### config.mk
export PLATFORM = sky130hd
export DESIGN_NAME = ppu_issue_adapter
export DESIGN_NICKNAME = d
export VERILOG_FILES = /design/src/rtl/ppu_issue_adapter.sv
export SDC_FILE = /design/constraint.sdc
export NUM_CORES = 1
export LEC_CHECK = 0
export CAP_MARGIN = 15
export CORE_ASPECT_RATIO = 1.5
export CORE_MARGIN = 2
export CORE_UTILIZATION = 40
export DETAILED_ROUTE_END_ITERATION = 8
export GPL_TIMING_DRIVEN = 0
export PLACE_DENSITY = 0.64
export RECOVER_POWER = 50
export SLEW_MARGIN = 20
export SYNTH_ARGS = -nofsm -noshare
export SYNTH_HDL_FRONTEND = slang
export SYNTH_SLANG_ARGS = --single-unit
### constraint.sdc
create_clock -name clk -period 10 [get_ports clk]
set_input_delay 1 -clock clk [delete_from_list [all_inputs] [get_ports clk]]
set_output_delay 1 -clock clk [all_outputs]
set_load 0.05 [all_outputs]
### src/rtl/ppu_issue_adapter.sv
`default_nettype none
// ============================================================================
// Module  : ppu_issue_adapter
// Brief   : Feeds ppu_top from a ready/valid request FIFO and collects its
//           results into a ready/valid result FIFO. A credit counter keeps
//           every in-flight result room in the result FIFO.
//           Optional macro PPU_ISSUE_STATS_EN adds issued/completed counters.
// Rev     : 1.0  initial release
// ============================================================================
module ppu_issue_adapter #(
    parameter int WORD      = 32,
    parameter int OP_SIZE   = 3,
    parameter int REQ_DEPTH = 4,
    parameter int RES_DEPTH = 8
) (
    input  logic                         clk,
    input  logic                         rst,
    input  logic                         req_valid,
    output logic                         req_ready,
    input  logic [WORD-1:0]              req_in1,
    input  logic [WORD-1:0]              req_in2,
    input  logic [OP_SIZE-1:0]           req_op,
    output logic                         ppu_valid_in,
    output logic [WORD-1:0]              ppu_in1,
    output logic [WORD-1:0]              ppu_in2,
    output logic [OP_SIZE-1:0]           ppu_op,
    input  logic [WORD-1:0]              ppu_out,
    input  logic                         ppu_valid_o,
    output logic                         res_valid,
    input  logic                         res_ready,
    output logic [WORD-1:0]              res_data,
    input  logic                         flush,
    output logic                         flush_done,
    output logic [$clog2(RES_DEPTH):0]   in_flight,
`ifdef PPU_ISSUE_STATS_EN
    output logic [31:0]                  issued_cnt,
    output logic [31:0]                  completed_cnt,
`endif
    output logic                         err_spurious
);

    localparam int c_RA = $clog2(REQ_DEPTH);
    localparam int c_SA = $clog2(RES_DEPTH);
    localparam int c_CW = c_SA + 1;
    localparam logic [c_RA:0]   c_REQ_FULL  = (c_RA+1)'(REQ_DEPTH);
    localparam logic [c_CW-1:0] c_RES_FULL  = c_CW'(RES_DEPTH);
    localparam logic [c_CW:0]   c_RES_LIMIT = (c_CW+1)'(RES_DEPTH);

    typedef enum logic [1:0] {
        RUN   = 2'd0,
        DRAIN = 2'd1,
        CLEAR = 2'd2
    } state_t;

    state_t r_state;
    state_t w_state_nxt;

    logic [WORD-1:0]    r_req_in1 [REQ_DEPTH];
    logic [WORD-1:0]    r_req_in2 [REQ_DEPTH];
    logic [OP_SIZE-1:0] r_req_op  [REQ_DEPTH];
    logic [c_RA-1:0]    r_req_wr;
    logic [c_RA-1:0]    r_req_rd;
    logic [c_RA:0]      r_req_cnt;

    logic [WORD-1:0]    r_res_mem [RES_DEPTH];
    logic [c_SA-1:0]    r_res_wr;
    logic [c_SA-1:0]    r_res_rd;
    logic [c_CW-1:0]    r_res_cnt;

    logic               w_req_push;
    logic               w_issue;
    logic               w_clear;
    logic               w_ret;
    logic               w_res_push;
    logic               w_res_pop;
    logic               w_spur;
    logic [c_CW:0]      w_occupied;

    assign w_clear    = (r_state == CLEAR);
    assign req_ready  = !rst && (r_state == RUN) && (r_req_cnt != c_REQ_FULL);
    assign w_req_push = req_valid && req_ready;

    // Every result slot is either occupied or promised to an in-flight op.
    assign w_occupied = {1'b0, r_res_cnt} + {1'b0, in_flight};
    assign w_issue    = (r_state == RUN) && (r_req_cnt != '0) && (w_occupied < c_RES_LIMIT);

    assign res_valid  = (r_res_cnt != '0);
    assign res_data   = res_valid ? r_res_mem[r_res_rd] : '0;
    assign w_res_pop  = res_valid && res_ready;
    assign w_ret      = ppu_valid_o && (in_flight != '0);
    assign w_res_push = w_ret && ((r_res_cnt != c_RES_FULL) || w_res_pop);
    assign w_spur     = ppu_valid_o && !w_res_push;
    assign flush_done = w_clear;

    always_comb begin
        w_state_nxt = r_state;
        case (r_state)
            RUN:     if (flush) w_state_nxt = DRAIN;
            DRAIN:   if (in_flight == '0) w_state_nxt = CLEAR;
            CLEAR:   w_state_nxt = RUN;
            default: w_state_nxt = RUN;
        endcase
    end

    always_ff @(posedge clk or posedge rst) begin
        if (rst) r_state <= RUN;
        else     r_state <= w_state_nxt;
    end

    // Storage arrays carry no reset; validity is tracked by the counters.
    always_ff @(posedge clk) begin
        if (w_req_push) begin
            r_req_in1[r_req_wr] <= req_in1;
            r_req_in2[r_req_wr] <= req_in2;
            r_req_op[r_req_wr]  <= req_op;
        end
        if (w_res_push) r_res_mem[r_res_wr] <= ppu_out;
    end

    always_ff @(posedge clk or posedge rst) begin
        if (rst) begin
            r_req_wr  <= '0;
            r_req_rd  <= '0;
            r_req_cnt <= '0;
            r_res_wr  <= '0;
            r_res_rd  <= '0;
            r_res_cnt <= '0;
        end else if (w_clear) begin
            r_req_wr  <= '0;
            r_req_rd  <= '0;
            r_req_cnt <= '0;
            r_res_wr  <= '0;
            r_res_rd  <= '0;
            r_res_cnt <= '0;
        end else begin
            if (w_req_push) r_req_wr <= r_req_wr + 1'b1;
            if (w_issue)    r_req_rd <= r_req_rd + 1'b1;
            case ({w_req_push, w_issue})
                2'b10:   r_req_cnt <= r_req_cnt + 1'b1;
                2'b01:   r_req_cnt <= r_req_cnt - 1'b1;
                default: r_req_cnt <= r_req_cnt;
            endcase
            if (w_res_push) r_res_wr <= r_res_wr + 1'b1;
            if (w_res_pop)  r_res_rd <= r_res_rd + 1'b1;
            case ({w_res_push, w_res_pop})
                2'b10:   r_res_cnt <= r_res_cnt + 1'b1;
                2'b01:   r_res_cnt <= r_res_cnt - 1'b1;
                default: r_res_cnt <= r_res_cnt;
            endcase
        end
    end

    always_ff @(posedge clk or posedge rst) begin
        if (rst) begin
            ppu_valid_in <= 1'b0;
            ppu_in1      <= '0;
            ppu_in2      <= '0;
            ppu_op       <= '0;
            in_flight    <= '0;
            err_spurious <= 1'b0;
        end else begin
            ppu_valid_in <= w_issue;
            if (w_issue) begin
                ppu_in1 <= r_req_in1[r_req_rd];
                ppu_in2 <= r_req_in2[r_req_rd];
                ppu_op  <= r_req_op[r_req_rd];
            end
            case ({w_issue, w_ret})
                2'b10:   in_flight <= in_flight + 1'b1;
                2'b01:   in_flight <= in_flight - 1'b1;
                default: in_flight <= in_flight;
            endcase
            if (w_clear)     err_spurious <= 1'b0;
            else if (w_spur) err_spurious <= 1'b1;
        end
    end

`ifdef PPU_ISSUE_STATS_EN
    always_ff @(posedge clk or posedge rst) begin
        if (rst) begin
            issued_cnt    <= '0;
            completed_cnt <= '0;
        end else begin
            if (w_issue)    issued_cnt    <= issued_cnt + 32'd1;
            if (w_res_push) completed_cnt <= completed_cnt + 32'd1;
        end
    end
`else
    // Statistics counters are not built in this configuration.
`endif

endmodule
`default_nettype wire
==> results of run 1 <==
==> power by group <==
part           leakage [nW]  internal, W  switching (W)
Sequential             5.84      0.00318       0.000175
Clock                 0.905      0.00119       0.000947
Combinational          2.92      0.00138        0.00207
==> cell type report <==
class | count | area, µm² | share of cell area
Clock buffer | 74 | 1520 | 0.0528
Timing Repair Buffer | 238 | 2610 | 0.0907
Inverter | 9 | 36.3 | 0.00126
Tap cell | 770 | 963 | 0.0334
Multi-Input combinational cell | 391 | 5080 | 0.176
Buffer | 47 | 214 | 0.00743
Antenna cell | 3 | 7.51 | 0.000261
Sequential cell | 616 | 18000 | 0.626
Clock inverter | 34 | 337 | 0.0117
==> state kept, by name, indices dropped and copies added (netlist names) <==
signal        cells
r_res_wr          3
r_res_rd          3
r_req_wr          2
in_flight         4
r_req_in1       128
r_req_rd          2
ppu_valid_in      1
r_res_cnt         4
r_req_in2       128
r_req_op         12
ppu_in2          32
err_spurious      1
r_state           2
r_res_mem       256
r_req_cnt         3
ppu_in1          32
ppu_op            3
==> critical path: stages <==
cell	delay, ns
dlygate4sd3_1	0.58
clkinvlp_2	1.30
clkbuf_1	2.42
==> layer usage <==
metal  global-route usage  vias up  part of all wire
li1                     -     4940                 -
met1                0.186     5889              0.36
met2                0.309      330              0.53
met3               0.0548       96             0.077
met4               0.0471       24             0.024
met5                    0        -            0.0031
==> worst paths after layout <==
kind | end | startpoint | slack (ns) | cells after the start
setup reg to reg | r_req_in1[1][24] | r_req_cnt[0] | 6.03 | 4
max in group clk | req_ready | rst | 5.32 | 3
min in group asynchronous | r_state[1] | rst | 1.48 | 2
hold / removal | ppu_in1[0] | ppu_in1[0] | 0.50 | 1
hold reg to reg | ppu_in1[0] | ppu_in1[0] | 0.50 | 1
setup / recovery | ppu_in2[5] | rst | 4.56 | 3
==> per-stage QoR <==
| stage | cell area (µm²) | util | worst slack (ns) | total power, W | hold WS, ns |
|---|---|---|---|---|---|
| after floorplan | 23300 | - | 5.80 | 0.00573 | 0.500 |
| after global placement | 26400 | 0.457 | 2.50 | 0.00683 | 0.483 |
| after detailed placement | 27000 | 0.467 | 5.80 | 0.00695 | 0.494 |
| after CTS | 28900 | 0.499 | 5.23 | 0.00911 | 0.509 |
| after global routing | 28800 | 0.498 | 3.56 | 0.00937 | 0.524 |
| final | 28800 | 0.498 | 4.56 | 0.00895 | 0.503 |
==> layout by cell type (no fill, tap or decap), drive strengths merged, types with 3 or more instances in the layout <==
master           n
clkbuf          98
diode            3
mux2            68
and3             6
dfrtp           92
nand2           19
clkdlybuf4s50  112
clkinvlp         5
nand2b           5
nor3             5
a21oi           12
nand3            6
xor2             8
mux4           132
bufinv           4
xnor2            5
nor2            52
mux2i           35
buf             49
inv             11
clkinv          23
ha              14
dlygate4sd3    100
o21ai            5
edfxtp         524
==> kinds of logic after synthesis <==
| logic type | synth area share |
|---|---|
| compound gates | 0.00815 |
| buf+inv | 0.0107 |
| mux | 0.175 |
| simple gates | 0.0192 |
| flops | 0.773 |
| fa+ha+maj | 0.00922 |
| xor+xnor | 0.00488 |
==> results.sh, run 1 <==
export IMPL_wirelength_um=49700
export IMPL_track_usage=0.168
export IMPL_clock_sinks=616
export IMPL_path_max_fanout=51
export IMPL_first_iter_violations=528
export IMPL_ys_warn_count=0
export IMPL_wl_per_cell_um=22.8
export IMPL_fmax_mhz=184
export IMPL_rsz0062_at_grt="false"
export IMPL_cap_viol_max_count=6
export IMPL_syn_cell_area_um2=23300
export IMPL_cts_buffers=57
export IMPL_port_buffers=212
export IMPL_synth_edf_count=524
export IMPL_dp_hpwl_um=33100
export IMPL_crit_path_end_kind="asynchronous set/reset pin"
export IMPL_layout_min_cycle_time_ns=5.44
export IMPL_nFillCells=4808
export IMPL_cts_max_level=2
export IMPL_ys_types=41
export IMPL_path_class="in2async"
export IMPL_post_cts_resized=0
export IMPL_ys_seq_elements=616
export IMPL_die_area_um2=60300
export IMPL_relSlewSlack=-1.22
export IMPL_first_pass_iters=5
export IMPL_synthArstFlopShare=0.149
export IMPL_die_height_um=300
export IMPL_post_cts_buffers=0
export IMPL_grt_overflow_total=0
export IMPL_gp_congestion=0.732
export IMPL_finalClockSkew_ns=0.0284
export IMPL_route_detailed_drc=0
export IMPL_syn_nets=1184
export IMPL_slew_violations=213
export IMPL_crit_required_ns=9.96
export IMPL_leakagePower_nw=9.66
export IMPL_hold_buffers=0
export IMPL_vias=11300
export IMPL_setup_tns_ns=0
export IMPL_vias_per_cell=5.17
export IMPL_nNetsFinal=1481
export IMPL_io_pins=213
export IMPL_root_buffer="clkbuf_16"
export IMPL_drive_gt1_frac=0.243
export IMPL_status="finished with violations"
export IMPL_synthCells=1063
export IMPL_arrival_ns=5.40
export IMPL_coreArea_um2=57800
export IMPL_cts_clk_slew_worst_paths_ns=0.06
export IMPL_finalSetupViolCount=0
export IMPL_violations="capacitance limit, slew limit"
export IMPL_first_global_vias=12500
export IMPL_fp_dieW_um=201
export IMPL_worst_slew_pin_slew_ns=3.33
export IMPL_ys_seq_area_frac=0.773
export IMPL_fin_cells=2182
export IMPL_period_share=0.544
export IMPL_antenna_found_initial=18
export IMPL_ant_nets=0
export IMPL_hold_class="reg2reg"
export IMPL_num_rows=108
export IMPL_synthTopCellsByArea="edfxtp_1, mux4_2, dfrtp_1"
export IMPL_start_util=0.404
export IMPL_power_density_nw_per_um2=311
export IMPL_yosysMostFrequentCell="edfxtp_1"
export IMPL_grt_max_degree=52
export IMPL_yosysTopAreaCell="edfxtp_1"
export IMPL_peakVddDrop_mv=0.213
export IMPL_synth_common_cells="edfxtp_1, mux4_2, dfrtp_1"
export IMPL_cts_tree="yes"
export IMPL_synth_flop_cell="edfxtp_1"
export IMPL_critPathLaunchType="primary input"
export IMPL_area_delta_synth_final_pct=23.4
export IMPL_syn_area_per_cell_um2=22.0
export IMPL_cts_buffer_depth=3
export IMPL_finalHoldViolCount=0
export IMPL_insertion_delay_ns=0.62
export IMPL_grt_pass1_wl_um=75800
export IMPL_placed_cells=2071
export IMPL_synth_top_area_frac=0.674
Note: power is estimated with default switching activity, not from simulation.
==> run 2: changes to the inputs <==
clock period = 5.7 ns   (was 10 ns; I/O delays follow)
==> results.sh, run 2 (synthesis results as in run 1) <==
export IMPL_cts_buffer_depth=3
export IMPL_insertion_delay_ns=0.62
export IMPL_grt_overflow_total=0
export IMPL_path_class="reg2out"
export IMPL_critPathLaunchType="register"
export IMPL_finalSetupViolCount=0
export IMPL_first_pass_iters=5
export IMPL_gp_congestion=0.732
export IMPL_layout_commonest_cell="edfxtp_1"
export IMPL_io_pins=213
export IMPL_die_height_um=300
export IMPL_period_share=0.740
export IMPL_route_detailed_drc=0
export IMPL_path_max_fanout=10
export IMPL_peakVddDrop_mv=0.372
export IMPL_nNetsFinal=1481
export IMPL_post_cts_resized=0
export IMPL_root_buffer="clkbuf_16"
export IMPL_slew_violations=160
export IMPL_final_cell_mix="edfxtp_1, mux4_2, clkdlybuf4s50_1"
export IMPL_setup_tns_ns=0
export IMPL_status="finished with violations"
export IMPL_wl_per_cell_um=22.8
export IMPL_first_global_vias=12500
export IMPL_leakagePower_nw=9.67
export IMPL_power_density_nw_per_um2=544
export IMPL_fp_dieW_um=201
export IMPL_die_area_um2=60300
export IMPL_crit_path_end_kind="primary output"
export IMPL_cts_max_level=2
export IMPL_cap_viol_max_count=5
export IMPL_fin_cells=2182
export IMPL_grt_max_degree=52
export IMPL_placed_cells=2071
export IMPL_wirelength_um=49700
export IMPL_relSlewSlack=-0.587
export IMPL_vias=11300
export IMPL_fin_util=0.498
export IMPL_start_util=0.404
export IMPL_port_buffers=212
export IMPL_worst_slew_pin_slew_ns=2.37
export IMPL_grt_pass1_wl_um=75800
export IMPL_finalClockSkew_ns=0.0287
export IMPL_ant_nets=0
export IMPL_dp_hpwl_um=33100
export IMPL_cts_clk_slew_worst_paths_ns=0.06
export IMPL_post_cts_buffers=0
export IMPL_area_delta_synth_final_pct=23.5
export IMPL_vias_per_cell=5.16
export IMPL_hold_buffers=0
export IMPL_num_rows=108
export IMPL_regMostFlops="r_res_mem"
export IMPL_hold_class="reg2reg"
export IMPL_layout_min_cycle_time_ns=4.22
export IMPL_finalHoldViolCount=0
export IMPL_fin_area_um2=28800
export IMPL_dpl_cell_area_um2=27000
export IMPL_track_usage=0.168
export IMPL_fmax_mhz=237
export IMPL_reg_largest_list="r_res_mem (256), r_req_in1 (128), r_req_in2 (128)"
export IMPL_drive_gt1_frac=0.243
export IMPL_antenna_found_initial=18
export IMPL_coreArea_um2=57800
export IMPL_clock_sinks=616
export IMPL_crit_required_ns=5.13
export IMPL_cts_tree="yes"
export IMPL_arrival_ns=3.65
export IMPL_largest_reg_flops=256
export IMPL_violations="capacitance limit, slew limit"
export IMPL_rsz0062_at_grt="false"
export IMPL_first_iter_violations=543
export IMPL_power_w=0.0157
export IMPL_cts_buffers=57
[run 2: changes by cell type in the layout (fill, tap and decap cells not counted), sizes merged]
cell,change
buf,+1
clkbuf,-1
[run 2: worst paths after layout]
kind / from / endpoint / slack, ns / depth (start not counted)
min reg2reg: ppu_in1[0] / ppu_in1[0] / 0.50 / 1
max in group asynchronous: rst / ppu_in2[8] / 3.49 / 3
min in group asynchronous: rst / r_state[1] / 1.09 / 2
min: ppu_in1[0] / ppu_in1[0] / 0.50 / 1
max: r_res_rd[1] / res_data[30] / 1.48 / 6
max reg2reg: r_req_cnt[0] / r_req_in1[1][10] / 1.73 / 4
[run 2: report_power, final]
part	switching (W)	internal (W)	leakage, nW	total, W
registers	0.000308	0.00557	5.84	0.00588
logic	0.00363	0.00243	2.93	0.00607
clock network	0.00166	0.00209	0.905	0.00375
total	0.00560	0.0101	9.67	0.0157
[run 2: critical path: stages (launching register included)]
cell             delay, ns
dfrtp_1               0.38
clkbuf_1              0.47
clkbuf_1              0.73
mux4_2                0.35
mux2i_1               0.07
nor2_1                0.19
clkdlybuf4s50_1       0.84
[run 2: area by class of cell]
type	instances	area, µm²
buffer	47	214
tap	770	963
sequential	616	18000
antenna	3	7.51
clock inverter	34	337
inverter	9	36.3
multi-input combinational	391	5080
fill	4807	29000
timing repair buffer	238	2640
clock buffer	74	1520
[run 2: per-layer routing]
metal	global-route usage	wire (µm)
met1	0.186	18000
met2	0.309	26500
met3	0.0548	3810
met4	0.0471	1240
met5	0	153
[run 2: metrics by stage]
stage	hold slack (ns)	worst slack (ns)
floorplan	0.500	1.50
global placement	0.483	-1.37
detailed placement	0.494	1.93
CTS	0.438	1.36
global route	0.524	1.28
finish	0.503	1.48
==> run 3: changes to the inputs <==
clock period = 3.9 ns   (was 5.7 ns; I/O delays follow)
==> results.sh, run 3 (synthesis results as in run 1) <==
export IMPL_status="finished with violations"
export IMPL_violations="capacitance limit, slew limit"
export IMPL_route_detailed_drc=0
export IMPL_crit_required_ns=3.51
export IMPL_cts_tree="yes"
export IMPL_crit_chain="clkbuf_1, clkdlybuf4s15_1, mux2i_1, nor2_1, clkdlybuf4s50_1"
export IMPL_nNetsFinal=1476
export IMPL_vias_per_cell=5.11
export IMPL_path_class="reg2out"
export IMPL_path_buf_inv=3
export IMPL_leakagePower_nw=9.68
export IMPL_final_cell_mix="edfxtp_1, dlygate4sd3_1, mux4_2"
export IMPL_num_rows=108
export IMPL_relSlewSlack=-0.594
export IMPL_fmax_mhz=271
export IMPL_cp_slowest_cell="clkdlybuf4s50_1"
export IMPL_peakVddDrop_mv=0.507
export IMPL_grt_max_degree=48
export IMPL_setup_tns_ns=0
export IMPL_period_share=0.947
export IMPL_worst_slew_pin_slew_ns=2.38
export IMPL_cts_clk_slew_worst_paths_ns=0.06
export IMPL_first_pass_iters=6
export IMPL_root_buffer="clkbuf_16"
export IMPL_critPathMaxStageDelay_ns=0.82
export IMPL_slew_violations=47
export IMPL_finalSetupViolCount=0
export IMPL_grt_pass1_wl_um=75500
export IMPL_layout_min_cycle_time_ns=3.69
export IMPL_antenna_found_initial=17
export IMPL_grt_overflow_total=0
export IMPL_arrival_ns=3.30
export IMPL_hold_class="in2reg"
export IMPL_ant_nets=0
export IMPL_path_max_fanout=10
export IMPL_critPathLaunchType="register"
export IMPL_track_usage=0.167
export IMPL_finalHoldViolCount=0
export IMPL_gp_congestion=0.694
export IMPL_drive_gt1_frac=0.251
export IMPL_crit_path_end_kind="primary output"
export IMPL_nFillCells=4755
export IMPL_cts_buffer_depth=3
export IMPL_regMostFlops="r_res_mem"
export IMPL_critPathTopFamily="buffers and inverters"
export IMPL_layout_commonest_cell="edfxtp_1"
export IMPL_largest_reg_flops=256
export IMPL_cap_viol_max_count=1
export IMPL_wirelength_um=49100
export IMPL_reg_largest_list="r_res_mem (256), r_req_in1 (128), r_req_in2 (128)"
export IMPL_first_iter_violations=523
export IMPL_first_global_vias=12400
export IMPL_wl_per_cell_um=22.5
export IMPL_post_cts_buffers=0
export IMPL_vias=11100
export IMPL_rsz0062_at_grt="false"
export IMPL_cts_max_level=2
export IMPL_fp_dieW_um=201
export IMPL_port_buffers=212
export IMPL_clock_sinks=616
export IMPL_io_pins=213
export IMPL_power_w=0.0230
export IMPL_finalClockSkew_ns=0.0235
export IMPL_coreArea_um2=57800
export IMPL_insertion_delay_ns=0.62
export IMPL_die_area_um2=60300
export IMPL_cts_buffers=57
export IMPL_power_density_nw_per_um2=796
export IMPL_start_util=0.404
export IMPL_dp_hpwl_um=31700
export IMPL_die_height_um=300
export IMPL_area_delta_synth_final_pct=23.6
run 3: cell types whose count changed in the layout (fill, tap and decap cells not counted), sizes merged:
cell           before  now
buf                50   43
clkinvlp            5    9
clkinv             23   16
bufinv              4    5
clkdlybuf4s15       0    1
diode               3    7
dlygate4sd3       100  140
clkdlybuf4s50     112   72
run 3: per-stage QoR:
stage | utilization | cell area, µm² | worst slack (ns) | hold slack (ns) | instances
after detailed placement | 0.466 | 27000 | 0.376 | 0.496 | 2066
after floorplan | - | 23400 | 0.360 | 0.489 | 1063
after global routing | 0.499 | 28900 | 0.0194 | 0.370 | 2177
after global placement | 0.457 | 26400 | -1.38 | 0.485 | 2045
final | 0.499 | 28900 | 0.208 | 0.365 | 2178
after CTS | 0.499 | 28900 | 0.00574 | 0.301 | 2171
run 3: power breakdown:
group / internal (W) / leakage [nW] / switching, W
Combinational: 0.00349 / 2.94 / 0.00534
Clock: 0.00312 / 0.893 / 0.00242
Sequential: 0.00814 / 5.84 / 0.000449
Total: 0.0148 / 9.68 / 0.00820
run 3: metal layers:
metal  track usage  vias to the layer above  routed length, µm
met5             0                        -                112
met2         0.304                      294              26100
met4        0.0434                       18               1040
li1              -                     4913                  -
met1         0.187                     5827              18100
met3        0.0582                       88               3750
run 3: repair_timing:
action                     4_1_cts  5_1_grt
hold buffers                     0        0
setup endpoints to repair       29        1
gates resized for setup          9        4
cloned                           0        0
run 3: path summary, 6_finish.rpt:
path | from | end | cells after the start | slack (ns)
worst max-delay path | r_res_rd[2] | res_data[28] | 5 | 0.21
worst min-delay path | flush | r_state[0] | 3 | 0.36
worst max register to register | in_flight[1] | r_res_cnt[3] | 10 | 0.79
worst min register to register | ppu_op[0] | ppu_op[0] | 1 | 0.50
max in group asynchronous | rst | ppu_in1[9] | 3 | 0.67
min in group asynchronous | rst | r_req_wr[1] | 2 | 0.97
run 3: area by class of cell:
cell class,instances,area [µm²],share of cell area
sequential,616,18000,0.625
multi-input combinational,391,5140,0.178
timing repair buffer,233,2560,0.0886
clock buffer,73,1530,0.0529
tap,770,963,0.0334
clock inverter,32,345,0.0120
buffer,47,236,0.00819
inverter,9,36.3,0.00126
antenna,7,17.5,0.000607
run 3: worst reg2reg max path: cells and delay by family, from the launching register on:
| kind | cells | cell delay, ns |
|---|---|---|
| DFF | 1 | 0.40 |
| adders and majority gates | 1 | 0.33 |
| and+or+nand+nor | 3 | 0.59 |
| AOI/OAI and AO/OA | 4 | 1.22 |
| buffers and inverters | 2 | 0.46 |
